===== config.mk =====
export PLATFORM = sky130hd
export DESIGN_NAME = blowfish128_key_loader
export DESIGN_NICKNAME = d
export VERILOG_FILES = /design/src/rtl/blowfish128_key_loader.sv
export SDC_FILE = /design/constraint.sdc
export NUM_CORES = 1
export LEC_CHECK = 0
export BUFFER_PORTS_ARGS = -buffer_cell sky130_fd_sc_hd__buf_4
export CORE_AREA = 5 5 218 220
export DETAILED_ROUTE_END_ITERATION = 16
export DIE_AREA = 0 0 223 225
export PLACE_DENSITY = 0.66
export SKIP_CTS_REPAIR_TIMING = 1
export SYNTH_ARGS = -nofsm -noshare
export SYNTH_HDL_FRONTEND = slang
export SYNTH_SLANG_ARGS = --single-unit

===== constraint.sdc =====
create_clock -name Clk -period 12.09 [get_ports Clk]
set_input_delay 2.418 -clock Clk [delete_from_list [all_inputs] [get_ports Clk]]
set_output_delay 2.418 -clock Clk [all_outputs]
set_load 0.005 [all_outputs]

===== src/rtl/blowfish128_key_loader.sv =====
// Key loader in front of the Blowfish-128 key-schedule generator: packs a streamed
// user key into key0..key7, starts the generator and reports completion or error.
module blowfish128_key_loader #(
   parameter int MIN_WORDS      = 1,
   parameter int TIMEOUT_CYCLES = 64
) (
   input  logic        Clk,
   input  logic        RstN,
   input  logic        in_valid,
   output logic        in_ready,
   input  logic [31:0] in_data,
   input  logic        in_last,
   input  logic        in_encrypt,
   output logic [63:0] key0,
   output logic [63:0] key1,
   output logic [63:0] key2,
   output logic [63:0] key3,
   output logic [63:0] key4,
   output logic [63:0] key5,
   output logic [63:0] key6,
   output logic [63:0] key7,
   output logic [3:0]  key_length,
   output logic        Encrypt,
   output logic        Enable,
   input  logic        skey_ready,
   output logic        busy,
   output logic        done,
   output logic        error
);

   localparam logic [2:0] IDLE      = 3'd0;
   localparam logic [2:0] LOAD      = 3'd1;
   localparam logic [2:0] DRAIN     = 3'd2;
   localparam logic [2:0] END_CHECK = 3'd3;
   localparam logic [2:0] WAIT_LOW  = 3'd4;
   localparam logic [2:0] WAIT_HIGH = 3'd5;

   localparam int             TW         = $clog2(TIMEOUT_CYCLES + 1);
   localparam logic [TW-1:0]  TIMER_LAST = TW'(TIMEOUT_CYCLES - 1);
   localparam logic [3:0]     MIN_LEN    = 4'(MIN_WORDS);
   localparam logic [3:0]     MAX_LEN    = 4'd14;

   logic [2:0]    state;
   logic [3:0]    cnt;
   logic [3:0]    next_cnt;
   logic [TW-1:0] timer;
   logic [31:0]   words [14];
   logic          accept;
   logic          overflow;
   logic          store;
   logic          launch;

   assign in_ready = (state == IDLE) || (state == LOAD) || (state == DRAIN);
   assign busy     = (state != IDLE);
   assign accept   = in_valid && in_ready;
   assign overflow = (state == LOAD) && (cnt == MAX_LEN);
   assign next_cnt = (state == IDLE) ? 4'd1 : cnt + 4'd1;
   assign store    = accept && ((state == IDLE) || ((state == LOAD) && !overflow));
   // Enable and key_length are registered on the last-word handshake so that both
   // are presented during the single END_CHECK cycle.
   assign launch   = store && in_last && (next_cnt >= MIN_LEN);

   assign key0 = {words[1],  words[0]};
   assign key1 = {words[3],  words[2]};
   assign key2 = {words[5],  words[4]};
   assign key3 = {words[7],  words[6]};
   assign key4 = {words[9],  words[8]};
   assign key5 = {words[11], words[10]};
   assign key6 = {words[13], words[12]};
   assign key7 = '0;

   always_ff @(posedge Clk) begin
      if (!RstN) begin
         state      <= IDLE;
         cnt        <= '0;
         timer      <= '0;
         key_length <= '0;
         Encrypt    <= 1'b0;
         Enable     <= 1'b0;
         done       <= 1'b0;
         error      <= 1'b0;
         for (int i = 0; i < 14; i++) words[i] <= '0;
      end else begin
         Enable <= 1'b0;
         done   <= 1'b0;
         if (launch) begin
            Enable     <= 1'b1;
            key_length <= next_cnt;
         end
         case (state)
            IDLE: begin
               if (accept) begin
                  for (int i = 0; i < 14; i++) words[i] <= '0;
                  words[0] <= in_data;
                  Encrypt  <= in_encrypt;
                  error    <= 1'b0;
                  cnt      <= 4'd1;
                  state    <= in_last ? END_CHECK : LOAD;
               end
            end
            LOAD: begin
               if (accept) begin
                  if (overflow) begin
                     error <= 1'b1;
                     state <= in_last ? IDLE : DRAIN;
                  end else begin
                     words[cnt] <= in_data;
                     cnt        <= next_cnt;
                     if (in_last) state <= END_CHECK;
                  end
               end
            end
            DRAIN: begin
               if (accept && in_last) state <= IDLE;
            end
            END_CHECK: begin
               timer <= '0;
               if (cnt < MIN_LEN) begin
                  error <= 1'b1;
                  state <= IDLE;
               end else begin
                  state <= WAIT_LOW;
               end
            end
            // The generator may still show a stale ready from a previous run, so a
            // low level must be seen before a high level counts as completion.
            WAIT_LOW: begin
               if (timer == TIMER_LAST) begin
                  error <= 1'b1;
                  state <= IDLE;
               end else begin
                  timer <= timer + 1'b1;
                  if (!skey_ready) state <= WAIT_HIGH;
               end
            end
            WAIT_HIGH: begin
               if (skey_ready) begin
                  done  <= 1'b1;
                  state <= IDLE;
               end else if (timer == TIMER_LAST) begin
                  error <= 1'b1;
                  state <= IDLE;
               end else begin
                  timer <= timer + 1'b1;
               end
            end
            default: state <= IDLE;
         endcase
      end
   end

endmodule


# ---- Word level (Yosys, flattened, before mapping)
# Memories as Yosys holds them, arrays and structs flattened.
# Cells that the tools add are included.
dict set report classes {
  mux 58
  n_reduce_logical 23
  eq_ne 17
  bitwise 15
  n_lt_le_gt_ge 2
  add_sub_neg 2
}
# operator count
set ops {}
lappend ops {{$mux 32} 16}
lappend ops {{$reduce_or 32->1} 1}
lappend ops {{$mux 3} 10}
lappend ops {{$pmux 7 s3} 1}
lappend ops {{$mux 4} 5}
lappend ops {{$mux 1} 19}
lappend ops {{$pmux 3 s6} 1}
lappend ops {{$or 1x1->1} 15}
lappend ops {{$mux 7} 2}
lappend ops {{$ne 2x2->1 const B} 6}
lappend ops {{$reduce_and 6->1} 2}
lappend ops {{$ne 3x3->1 const B} 3}
lappend ops {{$pmux 4 s2} 1}
lappend ops {{$add 7x1->7 const B} 1}
lappend ops {{$eq 7x6->1 const B} 1}
lappend ops {{$logic_and 1x1->1} 7}
lappend ops {{$eq 3x2->1 const B} 2}
lappend ops {{$eq 3x3->1 const B} 2}
lappend ops {{$reduce_and 2->1} 3}
lappend ops {{$reduce_bool 3->1} 2}
lappend ops {{$pmux 1 s5} 1}
lappend ops {{$reduce_bool 5->1} 1}
lappend ops {{$add 4x1->4 const B} 1}
lappend ops {{$eq 4x4->1 const B} 1}
lappend ops {{10 further kinds} 13}
dict set report word_totals {
  wordCells 126
  register_bits 22
  out_inout_bits 522
  mem_bits_rw 448
  n_memories 1
  input_bits 38
}
# memory depth word_bits rd rd_clocked_by_memory_dff wr line_no
set mem_list {}
lappend mem_list {words 14 32 14 0 14 47} ;# logic [31:0] words [14];

# ---- Logic depth before layout (Yosys ltp)
# Gate-level depths: netlist (run 1).
dict set report logic_depth {
  ltp_word 11
  ltp_mapped 7
  depth_no_buf 6
}

# ---- Least setup slack after synthesis (run 1)
# OpenSTA, ideal clock, no wires.
dict set report synth_path {
  path_type {input to register}
  from {in in_valid}
  to {mem words[12][0], enable pin}
  path_stages 3
  t_arrival_ns 5.113
  setup_slack_ns 6.512
  n_path_buf 1
  path_cell_list {buf_2 nand4_4 o21ai_0}
}
# element line_no
set synth_lines {}
lappend synth_lines {{start: declaration} 9} ;# input logic in_valid,
lappend synth_lines {{end: declaration} 47}

==> results.yml, run 1 <==
final_layout:
  drive_above_1_share_pct: 34.9
  fillCellCount: 3703
  final_util_pct: 53.8
  layout.nets: 1733
  register_area_mm2: 0.0139
  multi_input_area_mm2: 0.00423
  area_growth_pct: 30.2
route:
  remaining_drc_errors: 0
  num_vias: 11700
  routed_wl_mm: 61.7
  drt-initial-drc-count: 983
  dr.max_layer_used: "met4"
  wl_met1_mm: 22.9
  via_per_inst: 5.01
  dr.pass1.iters: 5
  wl_met2_mm: 30.7
  wl_met3_mm: 5.60
  ant_nets: 0
  wire_per_inst_um: 26.5
synthesis:
  yosysWarnings: 0
  yosys.area.top_type: "edfxtp_1"
  synth.distinct_cells: 55
  synthArstFlopShare_pct: 0
  synth.yosys.seq_area_share_pct: 74.5
  synth-edff-count: 448
  synth_seq_cells: 470
  syn_area_per_cell_um2: 15.2
  synth_cells: 1225
  synthTopCellsByArea: "edfxtp_1 72%, and2_1 14%, buf_4 2.6%, dfxtp_1 2.4%, clkbuf_1 1.7%"
  synth_top_area_share_pct: 72.1
  ys.flop_type: "edfxtp_1"
  netlist_area_mm2: 0.0186
critical_path:
  arrival_ps: 5220
  path_class: "input port to flop"
  critPathTopFamily: "simple AND/OR/NAND/NOR gates"
  reg2reg_depth: 6
  reg2reg_from: "cnt[0]"
  start_kind: "input port"
  cpPeakStageDelay_ps: 930
  r2r-end: "words[13][11]"
  endpoint_kind: "flop"
  cp_cell_sequence: "buf_4, nand3b_1, nor2_1, and3_1, nand2b_2"
  path_max_fanout: 62
  crit_slowest_cell: "and3_1"
  crit_end: "words[11][31]"
  r2r_slack_ps: 8440
  cp.buffers_inverters: 1
  required_ps: 12300
  crit_cells: 5
  worstSetupStartpoint: "RstN"
clock_network:
  cts_tree: "done"
  cts_sinks: 470
  cts.htree.levels: 2
  clk_latency_ps: 590
  cts_buffer_depth: 3
  cts_buffers: 49
  clk_pin_slew_ps: 60
  root_buffer: "clkbuf_16"
power_and_ir_drop:
  clockPowerShare_pct: 38.4
  peakVddDrop_mv: 0.112
  power.density_mw_per_mm2: 160
  p_int_uw: 2970
  power_uw: 3890
  power_frac_comb_pct: 10.3
  swShare_pct: 23.8
  power.leakage_uw: 0.0105
  p_seq_share_pct: 51.2
  p_sw_uw: 925
die:
  num_rows: 78
  dieArea_mm2: 0.0502
  fp.dieH_um: 225
  core_mm2: 0.0451
  initial_core_util_pct: 41.4
  io_pins: 560
  die_w_um: 223
global_routing:
  grt_overflow: 0
  antenna_found_initial: 5
  grt_pass1_vias: 11700
  track_usage_pct: 23.4
  grt_pass1_wl_mm: 84.6
  grt_max_degree: 63
placement:
  io_buffers: 495
  hpwl_mm: 42.8
  gp_congestion: 0.817
sta:
  drv_slew: 0
  period_minus_slack_ps: 5010
  finalHoldViolCount: 0
  max-slew-margin-rel_pct: 21.6
  fmax_mhz: 200
  worst_pin_slew_ps: 1170
  rsz0062_at_grt: "false"
  skew_ps: 21.3
  finalCritPeriodShare_pct: 41.4
  setup_viol_count_final: 0
  finalSetupTns_ps: 0
flow_run:
  maxCapViolations: 0
outcome:
  status: "finished clean"
hold_path:
  worstHoldPathType: "flop to flop"
## worst min path at each step
stage / start / endpoint / slack [ps] / cells after the start
after global placement: error / error / 470 / 1
after floorplan: timer[6] / timer[6] / 450 / 2
after global routing: key_length[2] / key_length[2] / 500 / 2
final: key_length[2] / key_length[2] / 490 / 2
after CTS: timer[6] / timer[6] / 480 / 2
after detailed placement: key_length[2] / key_length[2] / 470 / 2
## cell families (layout without fill, tap and decap cells)
group | Yosys count | after routing | share of synthesized area [%]
AOI/OAI and AO/OA | 38 | 38 | 1.52
DFF | 470 | 470 | 74.5
muxes | 6 | 6 | 0.329
buffers and inverters | 159 | 601 | 4.53
xor gates and xnor gates | 2 | 2 | 0.0940
adders and majority gates | 5 | 5 | 0.335
and+or+nand+nor | 544 | 544 | 18.7
other | 1 | 67 | 0.0201
## state kept, by name, summed over array words and instances (netlist names)
signal / cells
done: 1
state: 3
Encrypt: 1
words: 448
timer: 7
error: 1
cnt: 4
Enable: 1
key_length: 4
## per-stage QoR
stage	setup slack, ps	instance area, µm²	std cells	hold WS, ps
2_1_floorplan	6510	18900	1288	448
4_1_cts	7050	24300	2330	480
5_1_grt	6810	24300	2330	500
3_5_place_dp	6440	22700	2239	468
6_report	7080	24300	2333	489
3_3_place_gp	6440	22700	2239	468
## synth_stat cells (5+ instances only)
library cell	count
and3b_1	32
ha_1	5
inv_1	5
nor2_1	8
o21ai_0	7
edfxtp_1	448
and2_1	420
dfxtp_1	22
nand2b_1	15
mux2i_1	5
buf_2	5
clkbuf_1	84
a21boi_0	5
nand2_1	19
nand3_1	13
buf_4	64
and3_1	11
## power groups by stage
| stage | clock (µW) | sequential (µW) | combinational (µW) |
|---|---|---|---|
| 2_1_floorplan | 0 | 2010 | 111 |
| 3_3_place_gp | 0 | 2030 | 406 |
| 3_5_place_dp | 0 | 2030 | 411 |
| 4_1_cts | 1510 | 2000 | 411 |
| 5_1_grt | 1580 | 2000 | 427 |
| 6_report | 1500 | 1990 | 402 |
## final cells by class
class,count,area share [%]
diodes,3,0.0309
clock inverters,31,1.25
multi-input cells,659,17.4
repair buffers,505,15.6
inverters,5,0.0773
flip-flops and latches,470,57.2
clock buffers,60,5.26
well taps,600,3.09
## layer usage
metal,track usage (%),up-vias
met5,0,-
met3,6.40,113
met4,9.68,0
met2,40.2,664
li1,-,5072
met1,28.2,5829
## layout by cell type, fill, tap and decap left out, types with 7 or more instances in the layout
| cell type | count |
|---|---|
| conb_1 | 64 |
| buf_4 | 505 |
| nand2b_2 | 12 |
| clkbuf_16 | 49 |
| dfxtp_1 | 22 |
| and3_1 | 9 |
| clkbuf_1 | 10 |
| nand2_1 | 19 |
| nor2_1 | 7 |
| edfxtp_1 | 448 |
| clkinv_1 | 10 |
| and3b_1 | 32 |
| clkinv_2 | 9 |
| and2_1 | 420 |
| nand3_1 | 13 |
## worst min-delay path: cells and delay by family (launching register included)
family,cells,cell delay (ps)
AO/OA/AOI/OAI,1,70
flip-flops,1,320
AND/OR/NAND/NOR,1,50
(Power assumes the default switching activity.)
==> run 2: changes to the inputs <==
--- a/config.mk
+++ b/config.mk
@@ -6,10 +6,10 @@
 export NUM_CORES = 1
 export LEC_CHECK = 0
 export BUFFER_PORTS_ARGS = -buffer_cell sky130_fd_sc_hd__buf_4
-export CORE_AREA = 5 5 218 220
+export CORE_AREA = 5 5 212 214
 export DETAILED_ROUTE_END_ITERATION = 16
-export DIE_AREA = 0 0 223 225
-export PLACE_DENSITY = 0.66
+export DIE_AREA = 0 0 217 219
+export PLACE_DENSITY = 0.72
 export SKIP_CTS_REPAIR_TIMING = 1
 export SYNTH_ARGS = -nofsm -noshare
 export SYNTH_HDL_FRONTEND = slang
==> constraint.sdc (replaced) <==
create_clock -name Clk -period 4.6 [get_ports Clk]
set_input_delay 0.92 -clock Clk [delete_from_list [all_inputs] [get_ports Clk]]
set_output_delay 0.92 -clock Clk [all_outputs]
set_load 0.005 [all_outputs]
==> results.yml, run 2 (same netlist as run 1, synthesis figures left out) <==
critical_path:
  endpoint_kind: "flop"
  cp.buffers_inverters: 2
  cpPeakStageDelay_ps: 810
  crit_cells: 7
  critPathTopFamily: "simple AND/OR/NAND/NOR gates"
  path_max_fanout: 33
  crit_slowest_cell: "nand2b_2"
  r2r_slack_ps: 1460
  start_kind: "flop"
  required_ps: 4800
  cp_cell_sequence: "inv_1, ha_1, nand3_1, nand4_4, nor3_4, buf_4, nand2b_2"
  reg2reg_depth: 7
  arrival_ps: 3340
  path_class: "flop to flop"
global_routing:
  grt_pass1_wl_mm: 79.8
  grt_max_degree: 41
  antenna_found_initial: 2
  grt_overflow: 0
  track_usage_pct: 23.0
  grt_pass1_vias: 11500
final_layout:
  num_antenna_cells: 0
  layout_common_cells: "512 x buf_4, 448 x edfxtp_1, 420 x and2_1"
  largest_reg_flops: 448
  layout_commonest_cell: "buf_4"
  reg_top3: "words (448), timer (7)"
  regMostFlops: "words"
  area_growth_pct: 29.7
  drive_above_1_share_pct: 35.1
  final_cells: 2280
  layout.nets: 1740
hold_path:
  hold_depth: 2
  worstHoldPathType: "flop to flop"
clock_network:
  cts_tree: "done"
  cts_buffers: 48
  clk_pin_slew_ps: 60
  clk_latency_ps: 570
  cts_buffer_depth: 3
  cts.htree.levels: 2
  cts_sinks: 470
  root_buffer: "clkbuf_16"
sta:
  finalCritPeriodShare_pct: 68.3
  skew_ps: 14.0
  rsz0062_at_grt: "false"
  finalHoldViolCount: 0
  worst_pin_slew_ps: 1260
  finalSetupTns_ps: 0
  period_minus_slack_ps: 3140
  drv_slew: 0
  max-slew-margin-rel_pct: 15.7
  final.setup.worst_slack_ps: 1460
  fmax_mhz: 318
  setup_viol_count_final: 0
power_and_ir_drop:
  power.density_mw_per_mm2: 415
  peakVddDrop_mv: 0.275
  power.leakage_uw: 0.0105
placement:
  pre_cts_slack_ps: 1070
  dp_cells: 2192
  gp_congestion: 0.827
  io_buffers: 495
  hpwl_mm: 39.9
route:
  via_per_inst: 5.05
  wire_per_inst_um: 25.0
  ant_nets: 0
  routed_wl_mm: 57.0
  dr.pass1.iters: 5
  drt-initial-drc-count: 898
  num_vias: 11500
  remaining_drc_errors: 0
outcome:
  status: "finished clean"
die:
  die_w_um: 217
  io_pins: 560
  core_mm2: 0.0427
  dieArea_mm2: 0.0475
  initial_core_util_pct: 43.7
  fp.dieH_um: 219
  num_rows: 76
flow_run:
  maxCapViolations: 0
[run 2: changes by cell type in the layout (fill, tap and decap cells not counted), moves of 2 or more]
cell        before  now
nand2b_2        12   10
clkbuf_8         1    3
inv_6            4    1
clkinv_1        10    5
clkinvlp_4       1    4
and3_1           9   11
bufinv_16        5    3
and3_2           2    0
buf_4          505  512
diode_2          3    0
nand2b_1         3    5
[run 2: worst min-delay path: cells and delay by family, from the launching register on]
family / cells / cell delay, ps
AOI/OAI and AO/OA: 1 / 70
DFF: 1 / 320
and+or+nand+nor: 1 / 60
[run 2: worst paths after layout]
| check | from | to |
|---|---|---|
| setup / recovery | cnt[0] | words[13][4] |
| hold / removal | key_length[1] | key_length[1] |
| setup reg to reg | cnt[0] | words[13][4] |
| hold reg to reg | key_length[1] | key_length[1] |
[run 2: layout make-up]
class / instances / area [µm²]
sequential: 470 / 13900
fill: 3357 / 18500
multi-input combinational: 659 / 4220
inverter: 5 / 18.8
tap: 546 / 683
clock buffer: 62 / 1280
timing repair buffer: 513 / 3850
clock inverter: 25 / 226
[run 2: report_power, final]
part / leakage, µW / internal [µW] / total, µW / switching (µW)
Clock: 0.000734 / 2150 / 3770 / 1630
Combinational: 0.00474 / 459 / 1040 / 579
Sequential: 0.00501 / 5070 / 5220 / 152
Total: 0.0105 / 7680 / 10000 / 2360
[run 2: per-stage QoR]
stage                     total power, µW  util, %  hold WS (ps)  cell area, µm²
after floorplan                      5590        -           448           18900
after global placement               6350     53.1           463           22700
after detailed placement             6360     53.1           476           22700
after CTS                           10100     56.6           494           24200
after global routing                10400     56.6           525           24200
final                               10000     56.6           491           24200
[run 2: per-layer routing]
layer | global-route usage, % | vias up | wire length, µm
li1 | - | 5067 | -
met5 | 0 | - | 0
met2 | 40.8 | 592 | 29200
met4 | 6.55 | 0 | 1400
met3 | 6.19 | 73 | 4940
met1 | 27.9 | 5773 | 21400
==> run 3: changes to the inputs <==
--- a/config.mk
+++ b/config.mk
@@ -5,11 +5,12 @@
 export SDC_FILE = /design/constraint.sdc
 export NUM_CORES = 1
 export LEC_CHECK = 0
+export ABC_AREA = 1
 export BUFFER_PORTS_ARGS = -buffer_cell sky130_fd_sc_hd__buf_4
-export CORE_AREA = 5 5 212 214
+export CORE_AREA = 5 5 217 219
 export DETAILED_ROUTE_END_ITERATION = 16
-export DIE_AREA = 0 0 217 219
-export PLACE_DENSITY = 0.72
+export DIE_AREA = 0 0 222 224
+export PLACE_DENSITY = 0.68
 export SKIP_CTS_REPAIR_TIMING = 1
 export SYNTH_ARGS = -nofsm -noshare
 export SYNTH_HDL_FRONTEND = slang
==> constraint.sdc (replaced) <==
create_clock -name Clk -period 2.8 [get_ports Clk]
set_input_delay 0.56 -clock Clk [delete_from_list [all_inputs] [get_ports Clk]]
set_output_delay 0.56 -clock Clk [all_outputs]
set_load 0.005 [all_outputs]
==> results.yml, run 3 <==
route:
  ant_nets: 0
  remaining_drc_errors: 0
  wl_met3_mm: 5.52
  num_vias: 11800
  drt-initial-drc-count: 1154
  via_per_inst: 4.84
  dr.max_layer_used: "met4"
  wire_per_inst_um: 23.2
  routed_wl_mm: 56.7
  dr.pass1.iters: 5
  wl_met1_mm: 20.0
  wl_met2_mm: 29.4
die:
  num_rows: 78
  dieArea_mm2: 0.0497
  io_pins: 560
  core_mm2: 0.0449
  die_w_um: 222
  fp.dieH_um: 224
  initial_core_util_pct: 40.5
clock_network:
  cts_buffer_depth: 3
  cts.htree.levels: 2
  cts_tree: "done"
  clk_latency_ps: 580
  cts_buffers: 49
  clk_pin_slew_ps: 60
  root_buffer: "clkbuf_16"
  cts_sinks: 470
critical_path:
  crit_slowest_cell: "inv_1"
  cp.buffers_inverters: 3
  critPathTopFamily: "buffers and inverters"
  path_class: "flop to flop"
  endpoint_kind: "flop"
  arrival_ps: 2570
  cpPeakStageDelay_ps: 490
  required_ps: 3130
  path_max_fanout: 27
  start_kind: "flop"
  cp_cell_sequence: "nor2_1, nand2_1, nor2_1, inv_1, nand2_1, inv_1, nand2_2, buf_12"
final_layout:
  num_antenna_cells: 0
  register_area_mm2: 0.0139
  area_growth_pct: 31.0
  multi_input_area_mm2: 0.00329
  final_cells: 2445
  largest_reg_flops: 448
  layout_commonest_cell: "buf_4"
  reg_top3: "words (448), timer (7)"
  fillCellCount: 3819
  layout_common_cells: "520 x buf_4, 448 x edfxtp_1, 354 x nor2_1"
  regMostFlops: "words"
  drive_above_1_share_pct: 40.7
  layout.nets: 1854
sta:
  setup_viol_count_final: 0
  rsz0062_at_grt: "false"
  drv_slew: 0
  max-slew-margin-rel_pct: 34.1
  finalCritPeriodShare_pct: 80.2
  skew_ps: 22.1
  finalHoldViolCount: 0
  period_minus_slack_ps: 2250
  final.setup.worst_slack_ps: 554
  fmax_mhz: 445
  finalSetupTns_ps: 0
  worst_pin_slew_ps: 987
synthesis:
  yosysMostFrequentCell: "edfxtp_1"
  synth_cells: 1302
  synth_seq_cells: 470
  synthTopCellsByArea: "edfxtp_1 74%, nor2_1 7.3%, nor2_2 4.4%, buf_4 2.6%, dfxtp_1 2.4%"
  yosys.area.top_type: "edfxtp_1"
  synth_top_area_share_pct: 74.0
  syn_area_per_cell_um2: 14.0
  synthArstFlopShare_pct: 0
  synth-edff-count: 448
  synth.distinct_cells: 30
  ys.flop_type: "edfxtp_1"
  yosysWarnings: 0
  synth.yosys.seq_area_share_pct: 76.4
  netlist_area_mm2: 0.0182
  yosys-top-cells-count: "448 x edfxtp_1, 354 x nor2_1, 129 x nor2_2"
global_routing:
  track_usage_pct: 21.9
  grt_pass1_vias: 11600
  grt_overflow: 0
  grt_pass1_wl_mm: 80.7
  grt_max_degree: 33
  antenna_found_initial: 0
flow_run:
  maxCapViolations: 0
placement:
  hpwl_mm: 40.1
  io_buffers: 495
  gp_congestion: 0.902
  dp_cells: 2360
  pre_cts_slack_ps: 475
power_and_ir_drop:
  power.density_mw_per_mm2: 867
  power.leakage_uw: 0.0103
  power_uw: 20700
  peakVddDrop_mv: 0.567
outcome:
  status: "finished clean"
hold_path:
  worstHoldPathType: "input port to flop"
run 3: changes by cell type after synthesis, sizes merged, moves of 37 or more:
cell | before | now
nor2 | 8 | 485
and2 | 420 | 0
inv | 5 | 61
clkbuf | 85 | 34
nand2 | 19 | 68
buf | 69 | 106
run 3: per-layer routing:
| metal | track usage (%) | up-vias |
|---|---|---|
| met5 | 0 | - |
| met4 | 6.90 | 0 |
| met3 | 5.52 | 107 |
| met2 | 39.2 | 718 |
| met1 | 26.2 | 5765 |
| li1 | - | 5242 |
run 3: path summary, 6_finish.rpt:
path / startpoint / endpoint / slack, ps / cells past startpoint
worst max-delay path: state[1] / words[4][2] / 550 / 8
worst min-delay path: in_encrypt / Encrypt / 260 / 3
worst max register to register: state[1] / words[4][2] / 550 / 8
worst min register to register: key_length[3] / key_length[3] / 470 / 2
run 3: cell families after synthesis:
| kind of cell | after synthesis | synth area share [%] |
|---|---|---|
| AND/OR/NAND/NOR | 589 | 15.2 |
| flip-flops | 470 | 76.4 |
| buffers and inverters | 202 | 6.96 |
| XOR/XNOR | 3 | 0.145 |
| AO/OA/AOI/OAI | 32 | 0.915 |
| adder cells (fa/ha/maj) | 5 | 0.344 |
| other | 1 | 0.0206 |
run 3: final cells by class:
cell class              instances  area share, %
flip-flops and latches        470           58.3
repair buffers                535           17.7
multi-input cells             693           13.8
clock buffers                  62           5.35
well taps                     600           3.15
inverters                      62           1.01
clock inverters                23          0.694
run 3: report_power, final:
group	internal (µW)	switching [µW]	leakage, µW
clock network	3390	2590	0.000700
logic	2070	2510	0.00464
registers	9450	652	0.00497
run 3: worst min-delay path, cell delays in order:
cell and delay [ps]:
buf_4 110, nand2_1 50, a21oi_1 50
run 3: through the flow:
| stage | hold WS (ps) | util [%] | instance area, µm² |
|---|---|---|---|
| 2_1_floorplan | 456 | - | 18400 |
| 3_3_place_gp | 453 | 49.8 | 22400 |
| 3_5_place_dp | 458 | 49.8 | 22400 |
| 4_1_cts | 239 | 53.0 | 23800 |
| 5_1_grt | 257 | 53.0 | 23800 |
| 6_report | 265 | 53.0 | 23800 |
